**src/rtl/lu_cache_reader_if.sv**
```systemverilog
// Beat stream from lu_cache_reader to its consumer: one cache cell per
// valid/ready transfer, tagged with the cell index.
interface lu_cache_reader_if #(
    parameter int CELL_SIZE      = 8,
    parameter int CELL_ADDR_SIZE = 3
);
    logic [CELL_SIZE-1:0]      data_out;
    logic [CELL_ADDR_SIZE-1:0] addr_out;
    logic                      valid;
    logic                      ready;

    modport master (output data_out, output addr_out, output valid, input ready);
    modport slave  (input data_out, input addr_out, input valid, output ready);
endinterface

```
**src/rtl/lu_cache_reader.sv**
```systemverilog
// Snapshots the LU_cache cell array on start and streams it out one cell per
// valid/ready beat in ascending index order, then pulses done.
module lu_cache_reader #(
    parameter int CELL_SIZE      = 8,
    parameter int CELL_COUNT     = 8,
    parameter int CELL_ADDR_SIZE = 3
) (
    input  logic                           clk,
    input  logic                           reset,
    input  logic [CELL_COUNT*CELL_SIZE-1:0] cache_data,
    input  logic                           start,
    output logic                           busy,
    output logic                           done,
    lu_cache_reader_if.master              strm
);
    typedef enum logic [1:0] {IDLE, SEND, DONE} state_t;

    // Compare against the real last index so non-power-of-two counts stop cleanly.
    localparam logic [CELL_ADDR_SIZE-1:0] LAST_IDX = CELL_ADDR_SIZE'(CELL_COUNT - 1);

    state_t                                   state, state_d;
    logic [CELL_ADDR_SIZE-1:0]                idx, idx_d;
    logic [CELL_COUNT-1:0][CELL_SIZE-1:0]     snap, snap_d;

    logic                      valid_d, busy_d, done_d;
    logic [CELL_SIZE-1:0]      data_d;
    logic [CELL_ADDR_SIZE-1:0] addr_d;

    always_ff @(posedge clk) begin
        if (!reset) begin
            state         <= IDLE;
            idx           <= '0;
            snap          <= '0;
            strm.valid    <= 1'b0;
            strm.data_out <= '0;
            strm.addr_out <= '0;
            busy          <= 1'b0;
            done          <= 1'b0;
        end else begin
            state         <= state_d;
            idx           <= idx_d;
            snap          <= snap_d;
            strm.valid    <= valid_d;
            strm.data_out <= data_d;
            strm.addr_out <= addr_d;
            busy          <= busy_d;
            done          <= done_d;
        end
    end

    always_comb begin
        state_d = state;
        idx_d   = idx;
        snap_d  = snap;
        case (state)
            IDLE: begin
                if (start) begin
                    snap_d  = cache_data;
                    idx_d   = '0;
                    state_d = SEND;
                end
            end
            SEND: begin
                // valid is always high in SEND, so ready alone marks a transfer.
                if (strm.ready) begin
                    if (idx == LAST_IDX) state_d = DONE;
                    else                 idx_d   = idx + CELL_ADDR_SIZE'(1);
                end
            end
            DONE:    state_d = IDLE;
            default: state_d = IDLE;
        endcase
    end

    // Outputs are computed from the next state so they come straight off flops.
    always_comb begin
        valid_d = (state_d == SEND);
        busy_d  = (state_d != IDLE);
        done_d  = (state_d == DONE);
        data_d  = '0;
        addr_d  = '0;
        if (valid_d) begin
            data_d = snap_d[idx_d];
            addr_d = idx_d;
        end
    end
endmodule
```
**src/flat_wrapper.sv**
```systemverilog
// flat-port wrapper written by rule: the top's interface ports become plain ports
module lu_cache_reader_flat 
#(
    parameter int CELL_SIZE      = 8,
    parameter int CELL_COUNT     = 8,
    parameter int CELL_ADDR_SIZE = 3
)
  (clk, reset, cache_data, start, busy, done, strm_data_out, strm_addr_out, strm_valid, strm_ready);
  lu_cache_reader_if #(.CELL_SIZE(CELL_SIZE), .CELL_ADDR_SIZE(CELL_ADDR_SIZE)) strm_i ();
  input  logic clk;
  input  logic reset;
  input  logic [CELL_COUNT*CELL_SIZE-1:0] cache_data;
  input  logic start;
  output logic busy;
  output logic done;
  output wire logic [$bits(strm_i.data_out)-1:0] strm_data_out;
  output wire logic [$bits(strm_i.addr_out)-1:0] strm_addr_out;
  output wire logic [$bits(strm_i.valid)-1:0] strm_valid;
  input wire logic [$bits(strm_i.ready)-1:0] strm_ready;
  assign strm_data_out = strm_i.data_out;
  assign strm_addr_out = strm_i.addr_out;
  assign strm_valid = strm_i.valid;
  assign strm_i.ready = strm_ready;
  lu_cache_reader #(.CELL_SIZE(CELL_SIZE), .CELL_COUNT(CELL_COUNT), .CELL_ADDR_SIZE(CELL_ADDR_SIZE)) u_core (.clk(clk), .reset(reset), .cache_data(cache_data), .start(start), .busy(busy), .done(done), .strm(strm_i));
endmodule
```
**config.mk**
```make
export PLATFORM = sky130hd
export DESIGN_NAME = lu_cache_reader_flat
export DESIGN_NICKNAME = d
export VERILOG_FILES = /design/src/rtl/lu_cache_reader_if.sv /design/src/rtl/lu_cache_reader.sv /design/src/flat_wrapper.sv
export SDC_FILE = /design/constraint.sdc
export NUM_CORES = 1
export LEC_CHECK = 0
export ABC_AREA = 1
export ABC_CLOCK_PERIOD_IN_PS = 2000
export CORE_MARGIN = 4
export CORE_UTILIZATION = 25
export CTS_BUF_LIST = sky130_fd_sc_hd__clkbuf_16
export DETAILED_ROUTE_END_ITERATION = 7
export PLACE_DENSITY = 0.46
export SYNTH_ARGS = -nofsm -noshare
export SYNTH_HDL_FRONTEND = slang
export SYNTH_SLANG_ARGS = --single-unit
export TNS_END_PERCENT = 10
```
**constraint.sdc**
```tcl
create_clock -name clk -period 2 [get_ports clk]
set_clock_uncertainty 0.1 [all_clocks]
set_input_delay 0.3 -clock clk [delete_from_list [all_inputs] [get_ports clk]]
set_output_delay 0.3 -clock clk [all_outputs]
set_load 0.02 [all_outputs]
```
==> flow_metrics.py <==
metrics = {
    "outcome": {
        "outcome": "finished, final reports clean",
    },
    "detailed_routing": {
        "drtIter0Drc": 204,
        "drc": 0,
        "vias": 3821,
        "avgRoutedWirePerCell_um": 13.59,
        "ant_nets": 0,
        "drt_pass1_iterations": 4,
        "vias_per_cell": 4.377,
        "drt_wl_total_um": 11860,
    },
    "worst_setup_path": {
        "crit_chain": "ha_1, nand2_2, nand3_1, nand2_2, nand3_2, buf_4, nand2_1, nand3_1, nand2_1, nand2_1, nand2_1",
        "regToRegSetupSlack_ns": 0.13,
        "path_buf_inv": 1,
        "reg2reg_depth": 11,
        "rr_endpoint": "u_core.strm.data_out[3]",
        "path_common_cell": "nand2_1",
        "worst_r2r_startpoint": "u_core.idx[0]",
        "end_kind": "flip-flop",
        "path_delay_family": "simple AND/OR/NAND/NOR gates",
        "cp_slowest_cell": "dfxtp_1",
        "critPathKind": "flip-flop to flip-flop",
        "path_max_fanout": 10,
        "critPathLaunchType": "flip-flop",
        "slowest_delay_ns": 0.34,
        "cp.required_ns": 2.18,
        "crit_arrival_ns": 2.05,
    },
    "sta": {
        "timing.fmax_mhz": 533.4,
        "hold_viol": 0,
        "finalCritPeriodShare_pct": 93.73,
        "worst_pin_slew_ns": 0.3190,
        "fin_crit_ns": 1.875,
        "timing.final.ws_setup_ns": 0.1253,
        "finalSetupViolCount": 0,
        "maxSlewViolCount": 0,
        "max_slew_margin_pct": 78.73,
    },
    "floorplan": {
        "num_rows": 45,
        "core_area_sq_um": 15260,
        "fp.dieH_um": 133.2,
        "die_area_sq_um": 17740,
        "io-pin-count": 82,
        "die_w_um": 133.2,
        "initial_core_util_pct": 25.68,
    },
    "clock_network": {
        "clkTransAtPathRegs_ns": 0.06,
        "htreeDepth": 3,
        "clock-sinks": 83,
        "postCtsSetupBuffers": 0,
        "numCtsBuffers": 9,
        "ctsRootBufferMaster": "clkbuf_16",
        "cts_hold_buf": 0,
        "tritoncts": "built",
        "clk_path_buf_depth": 2,
        "insertion_delay_ns": 0.34,
    },
    "global_routing": {
        "grt_pass1_vias": 3890,
        "track_usage_pct": 13.50,
        "antenna_found_initial": 0,
        "grt-ovfl-total": 0,
        "grt_pass1_wl_um": 19210,
        "grt_max_degree": 69,
    },
    "synth": {
        "ys.flop_type": "dfxtp_1",
        "ys_types": 27,
        "ys_warn_count": 0,
        "syn_avg_cell_area_sq_um": 6.973,
        "yosys_register_bits": 83,
        "synth_nets": 631,
        "synth_cells": 562,
        "netlist_area_sq_um": 3919,
        "ys_seq_area_share_pct": 42.40,
        "synthArstFlopShare_pct": 0,
        "synth_edf_count": 0,
    },
    "worst_hold_path": {
        "min_path_cells": 2,
        "min_to": "u_core.snap[39]",
        "hold_path_class": "flip-flop to flip-flop",
        "min_from": "u_core.snap[39]",
    },
    "finish": {
        "fin_cells": 873,
        "syn2layout_area_growth_pct": 41.89,
        "drive_above_1_share_pct": 10.73,
        "layout.nets": 727,
        "final_cell_area_sq_um": 5560,
        "utilization_pct": 36.44,
        "fillers": 1617,
        "diodes": 0,
    },
    "power": {
        "power_density_nw_per_um2": 818.0,
        "switching_share_pct": 26.95,
        "vdd_ir_drop_max_uv": 352.1,
        "combPwrFrac_pct": 21.6,
        "power_switching_w": 0.001226,
        "intPower_w": 0.003322,
        "p_seq_share_pct": 40.1,
        "p_leak_nw": 2.470,
        "clockPowerShare_pct": 38.3,
    },
    "place": {
        "preCtsSetupSlack_ns": -0.06805,
        "port_buffers": 81,
        "dpl.hpwl_um": 8753,
        "dp.cells": 858,
        "post_dp_cell_area_sq_um": 5251,
        "gp_congestion": 0.8398,
    },
    "run": {
        "maxCapViolations": 0,
    },
}
-- routing by layer --
layer	vias up	wire length, um	GRT usage [%]
met5	-	0	0
met4	0	223	5.143
met3	18	414	2.341
met2	79	5435	21.98
met1	1745	5789	17.89
li1	1979	-	-
-- worst max-delay path by stage --
stage / cells past startpoint / from / endpoint / slack, ns
6_report: 11 / u_core.idx[0] / u_core.strm.data_out[3] / 0.13
3_5_place_dp: 10 / start / u_core.strm.data_out[5] / -0.07
5_1_grt: 11 / u_core.idx[0] / u_core.strm.data_out[3] / -0.01
3_3_place_gp: 10 / start / u_core.strm.data_out[5] / -0.07
4_1_cts: 11 / u_core.idx[0] / u_core.strm.data_out[3] / 0.06
2_1_floorplan: 10 / u_core.idx[0] / u_core.strm.data_out[2] / 0.35
-- synthesized netlist by cell type (all sizes together) (2+ instances only) --
library cell / n / area share (%)
nand4: 34 / 5.6
buf: 19 / 2.5
nor3: 2 / 0.26
clkbuf: 19 / 1.8
inv: 53 / 5.1
nand2: 150 / 15
nor2: 74 / 7.7
dfxtp: 83 / 42
o21ai: 33 / 4.3
nand3b: 32 / 6.1
or2: 24 / 3.8
nand3: 35 / 4.9
-- stage by stage --
| stage | hold slack, ns | setup TNS [ns] | total power, W |
|---|---|---|---|
| after global placement | 0.3715 | -0.3128 | 0.002839 |
| after global routing | 0.4204 | -0.01424 | 0.004789 |
| after detailed placement | 0.3828 | -0.4204 | 0.002848 |
| after floorplan | 0.3579 | 0 | 0.002395 |
| after CTS | 0.3977 | 0 | 0.004608 |
| final | 0.3922 | 0 | 0.004548 |
-- worst min-delay path, cell delays in order (launching register included) --
cell     delay (ns)
dfxtp_1        0.30
o21ai_1        0.08
nor2_1         0.07
-- logic make-up after synthesis --
family	count (synthesis)	synth area share [%]
DFF	83	42.40
adders and majority gates	1	0.3192
and+or+nand+nor	351	43.14
buffers and inverters	92	9.546
AOI/OAI and AO/OA	35	4.598
-- final cells by class --
| cell class | instances | area, sq um | share of cell area [%] |
|---|---|---|---|
| multi-input combinational | 387 | 1886 | 33.91 |
| tap | 211 | 264.0 | 4.748 |
| sequential | 83 | 1662 | 29.88 |
| inverter | 54 | 203.9 | 3.668 |
| clock inverter | 6 | 81.33 | 1.463 |
| timing repair buffer | 123 | 1239 | 22.28 |
| clock buffer | 9 | 225.2 | 4.050 |
-- flip-flops by register name, indices dropped and copies added (netlist names) --
signal	flops
u_core.strm.valid	1
u_core.strm.addr_out	3
u_core.state	2
u_core.strm.data_out	8
u_core.done	1
u_core.idx	3
u_core.busy	1
u_core.snap	64
-- layout by cell type, fill, tap and decap left out, drive strengths merged, types with 24 or more instances in the layout --
cell	count
dfxtp	83
inv	53
nor2	74
or2	24
nand3	35
nand2	150
o21ai	33
buf	42
nand4	34
clkdlybuf4s50	81
nand3b	32
-- repair_timing --
action,in CTS,in global routing
endpoints found under the setup margin,0,8
gates resized for setup,0,1
hold endpoints to repair,0,0
-- power groups by stage --
stage          logic [W]  clock network [W]  registers (W)
5_1_grt          0.00110            0.00185        0.00183
6_report        0.000981            0.00174        0.00182
4_1_cts         0.000994            0.00179        0.00183
2_1_floorplan   0.000523                  0        0.00187
3_3_place_gp    0.000981                  0        0.00186
3_5_place_dp    0.000987                  0        0.00186
No activity file was read; power rests on OpenSTA's default activity.
==> patch 1: new RTL, same flow settings <==
Reset style: asynchronous (`reset`), changed in one clocked block.
--- a/src/rtl/lu_cache_reader.sv
+++ b/src/rtl/lu_cache_reader.sv
@@ -26,7 +26,7 @@
     logic [CELL_SIZE-1:0]      data_d;
     logic [CELL_ADDR_SIZE-1:0] addr_d;
 
-    always_ff @(posedge clk) begin
+    always_ff @(posedge clk or negedge reset) begin
         if (!reset) begin
             state         <= IDLE;
             idx           <= '0;
Function: differs if reset is asserted again (counterexample within 4 cycles, from zero or initial values and one cycle with reset low); with reset held inactive, the same outputs for 10 cycles.
==> patch 1 against the original RTL <==
- sequential cell count stayed put
- sequential share of layout area is 10 points higher
- worst hold slack worse by 0.021 ns
- global-route usage is 0.056 points higher
- synthesized area is 2.4% lower
- worst setup slack better by 0.022 ns
- design area is 6.8% lower
- maximum frequency is 1.2% higher
- wire length is 4.3% lower
- critical endpoint is now u_core.strm.data_out[1]$_DFF_PN0_
- highest routed layer unchanged
Power is not compared: it rests on default switching activity, and its combinational part moved more than twofold at a synthesized area within 25%.
==> patch 1: results <==
run_status:
  outcome: "finished, final reports clean"
setup_path:
  crit_fanout: 24
  critical-path-max-stage-delay_ns: 0.38
  arrival_ns: 2.03
  slowest_stage: "dfrtp_1"
synth:
  synth_compound_area_share_pct: 0.1309
  synthCells: 459
  synthAdderAreaFrac_pct: 0.3272
  yosysUniqueCellTypes: 21
  async_flop_share_pct: 100.0
  ys_top_cells_by_count: "223 x nand2_1, 83 x dfrtp_1, 73 x nand3_1"
  ys.flop_type: "dfrtp_1"
  synth_area_leaders: "dfrtp_1 54%, nand2_1 22%, nand3_1 9.6%"
  muxShareOfSynthArea_pct: 0
global_routing:
  grt_max_degree: 84
  grt_pass1_wl_mm: 18.53
  grt_use_met2_pct: 19.08
  grt.met1_usage_pct: 19.62
  gr-usage-all-layers_pct: 13.56
  grt_pass1_vias: 3412
layout:
  multi_input_cells: 337
  inverters: 11
  area_delta_synth_final_pct: 35.47
  buf_share_pct: 19.23
  seq_cell_count: 83
  largestClassByArea: "flip-flops and latches"
  n_fill_cell: 1524
  layoutNonFillerInstCount: 729
  final-clk-cell-share_pct: 5.797
  multi_input_area_share_pct: 29.59
  layout-drive-gt1-share_pct: 8.257
  nets: 610
  sh_seq_area_pct: 40.10
  buffers: 99
placement:
  dpl.cell_count: 713
  placed_cell_area_um2: 4867
  pre_cts_ws_ns: -0.01739
  place_congestion: 0.9260
  place_hpwl_mm: 8.205
route:
  drtIter0Drc: 174
  routed-wl-met3_um: 582
  routed_wl_mm: 11.35
  wl_met2_mm: 4.845
  drtPass1Iterations: 4
  vias_per_cell: 4.432
  wl_met1_mm: 5.618
clock_tree:
  hold_buffers: 1
  htreeDepth: 3
sta:
  worstMarginPinSlew_ns: 0.4677
floorplan:
  rows: 44
power:
  p_seq_uw: 2690
==> patch 1: cell types whose count changed after synthesis, moves of 5 or more <==
cell,delta
or2_0,-24
nor2_1,-68
buf_6,+5
inv_1,-45
nand4_1,-8
dfrtp_1,+83
nand3b_1,-32
nand2_1,+76
clkbuf_1,-17
dfxtp_1,-83
nand3_1,+40
o21ai_1,-32
==> patch 1: final timing paths <==
path	slack [ns]	to	from	depth (start not counted)
max	0.15	u_core.strm.data_out[1]$_DFF_PN0_	u_core.idx[0]$_DFF_PN0_	9
min	0.37	u_core.snap[24]$_DFF_PN0_	u_core.snap[24]$_DFF_PN0_	2
max reg2reg	0.15	u_core.strm.data_out[1]$_DFF_PN0_	u_core.idx[0]$_DFF_PN0_	9
min reg2reg	0.37	u_core.snap[24]$_DFF_PN0_	u_core.snap[24]$_DFF_PN0_	2
max in group asynchronous	1.00	u_core.snap[34]$_DFF_PN0_	reset	3
min in group asynchronous	0.42	u_core.snap[31]$_DFF_PN0_	reset	3
==> patch 2: new RTL, same settings <==
Made on the original files. `CELL_ADDR_SIZE` is set to 3 in 3 places; all go to 5.
--- a/src/rtl/lu_cache_reader_if.sv
+++ b/src/rtl/lu_cache_reader_if.sv
@@ -2,7 +2,7 @@
 // valid/ready transfer, tagged with the cell index.
 interface lu_cache_reader_if #(
     parameter int CELL_SIZE      = 8,
-    parameter int CELL_ADDR_SIZE = 3
+    parameter int CELL_ADDR_SIZE = 5
 );
     logic [CELL_SIZE-1:0]      data_out;
     logic [CELL_ADDR_SIZE-1:0] addr_out;
--- a/src/rtl/lu_cache_reader.sv
+++ b/src/rtl/lu_cache_reader.sv
@@ -3,7 +3,7 @@
 module lu_cache_reader #(
     parameter int CELL_SIZE      = 8,
     parameter int CELL_COUNT     = 8,
-    parameter int CELL_ADDR_SIZE = 3
+    parameter int CELL_ADDR_SIZE = 5
 ) (
     input  logic                           clk,
     input  logic                           reset,
--- a/src/flat_wrapper.sv
+++ b/src/flat_wrapper.sv
@@ -3,7 +3,7 @@
 #(
     parameter int CELL_SIZE      = 8,
     parameter int CELL_COUNT     = 8,
-    parameter int CELL_ADDR_SIZE = 3
+    parameter int CELL_ADDR_SIZE = 5
 )
   (clk, reset, cache_data, start, busy, done, strm_data_out, strm_addr_out, strm_valid, strm_ready);
   lu_cache_reader_if #(.CELL_SIZE(CELL_SIZE), .CELL_ADDR_SIZE(CELL_ADDR_SIZE)) strm_i ();
Interface: changed (resized strm_addr_out); port bits go from 82 to 84. The function was not compared with the original's and may differ.
==> patch 2 against the original RTL <==
- via count increased by 9.1%
- sequential cell count grew 4
- sequential share of layout area is 0.43 points lower
- combinational power rose by 10%
- wire length increased by 14%
- design area grew 6.5%
- maximum frequency is 0.34% lower
- synthesized area grew 7.5%
- die area increased by 7.0%
- total power shrank 1.8%
- worst setup slack lost 0.0063 ns
- critical path type unchanged
- critical endpoint unchanged
- largest cell class unchanged
==> patch 2: results <==
synth:
  synth_area_leaders: "dfxtp_1 41%, nand2_1 13%, nor2_1 8.2%"
  synth-seq-area-share_pct: 41.34
  syn_nets: 679
  ys_top_cells_by_count: "143 x nand2_1, 92 x nor2_1, 87 x dfxtp_1"
  synth_warnings: 0
  yosysUniqueCellTypes: 31
global_routing:
  grt_pass1_vias: 3997
  grt_pass1_wl_mm: 20.84
  grt_max_degree: 67
  gr-usage-all-layers_pct: 14.35
sta:
  worstMarginPinSlew_ns: 0.4153
  fmax_mhz: 531.6
  hold_slack_ns: 0.3996
route:
  drtPass1Iterations: 5
  drtIter0Drc: 427
  wire_per_inst_um: 14.31
  vias_per_cell: 4.407
placement:
  numPortBuffers: 83
  pre_cts_ws_ns: -0.2030
  place_congestion: 0.7860
  placed_cell_area_um2: 5633
  place_hpwl_mm: 9.593
setup_path:
  reg2reg_depth: 12
  arrival_ns: 2.01
  slowest_stage: "dfxtp_2"
run_status:
  outcome: "finished, final reports clean"
clock_tree:
  htreeDepth: 3
power:
  vdd_drop_max_uv: 374.3
  p_leak_uw: 0.002746
layout:
  nets: 792
  layout-drive-gt1-share_pct: 12.40
  antennaDiodeCount: 0
min_path:
  min_path_cells: 2
  hp-start: "u_core.snap[48]$_SDFF_PN0_"
  holdPathEnd: "u_core.snap[48]$_SDFF_PN0_"
patch 2: cell count changes after synthesis, sizes merged, moves of 2 or more:
cell	delta
o21ai	+10
nor3	-2
nand3	+18
nor2	+20
clkbuf	-5
buf	+6
inv	+30
nand3b	-15
nor4	+2
dfxtp	+4
or2	-24
patch 2: kinds of logic (layout without fill, tap and decap cells):
kind of cell               Yosys count  in the layout  share of synthesized area (%)
and+or+nand+nor                    349            349                          38.67
buffers and inverters              124            240                          13.19
xor gates and xnor gates             2              2                         0.4159
AOI/OAI and AO/OA                   46             46                          5.851
muxes                                1              1                         0.2376
DFF                                 87             87                          41.34
adders and majority gates            1              1                         0.2970
patch 2: stage by stage:
stage	setup TNS [ns]	instances
2_1_floorplan	0	610
3_3_place_gp	-1.397	931
3_5_place_dp	-1.332	931
4_1_cts	0	945
5_1_grt	-0.02467	946
6_report	0	946
patch 2: worst min-delay path, stage by stage, from the launching register on:
cell,delay (ns)
dfxtp_1,0.31
mux2i_1,0.08
nor2_1,0.08
patch 2: report_power, final:
part           total [uW]  switching [uW]  internal [uW]
logic                1080             575            501
clock network        1490             680            808
registers            1900            39.2           1860
patch 2: cell type report:
cell class              count  area (um2)
clock inverters             5       20.02
flip-flops and latches     87        1744
repair buffers            141        1408
well taps                 220       275.3
inverters                  85       324.1
clock buffers               9       225.2
fillers                  1766       10600
multi-input cells         399        1926
patch 2: timing repair:
action                                  in CTS  in global routing
buffers inserted                             0                  0
endpoints found under the setup margin       0                  8
resized for setup                            0                  7
hold buffers                                 0                  0
patch 2: metal layers:
metal	vias up	GRT usage, %	share of wire, %
met3	14	2.849	5.2
li1	2144	-	-
met2	111	22.23	45
met4	0	5.104	1.3
met5	-	0	0
met1	1900	19.79	49
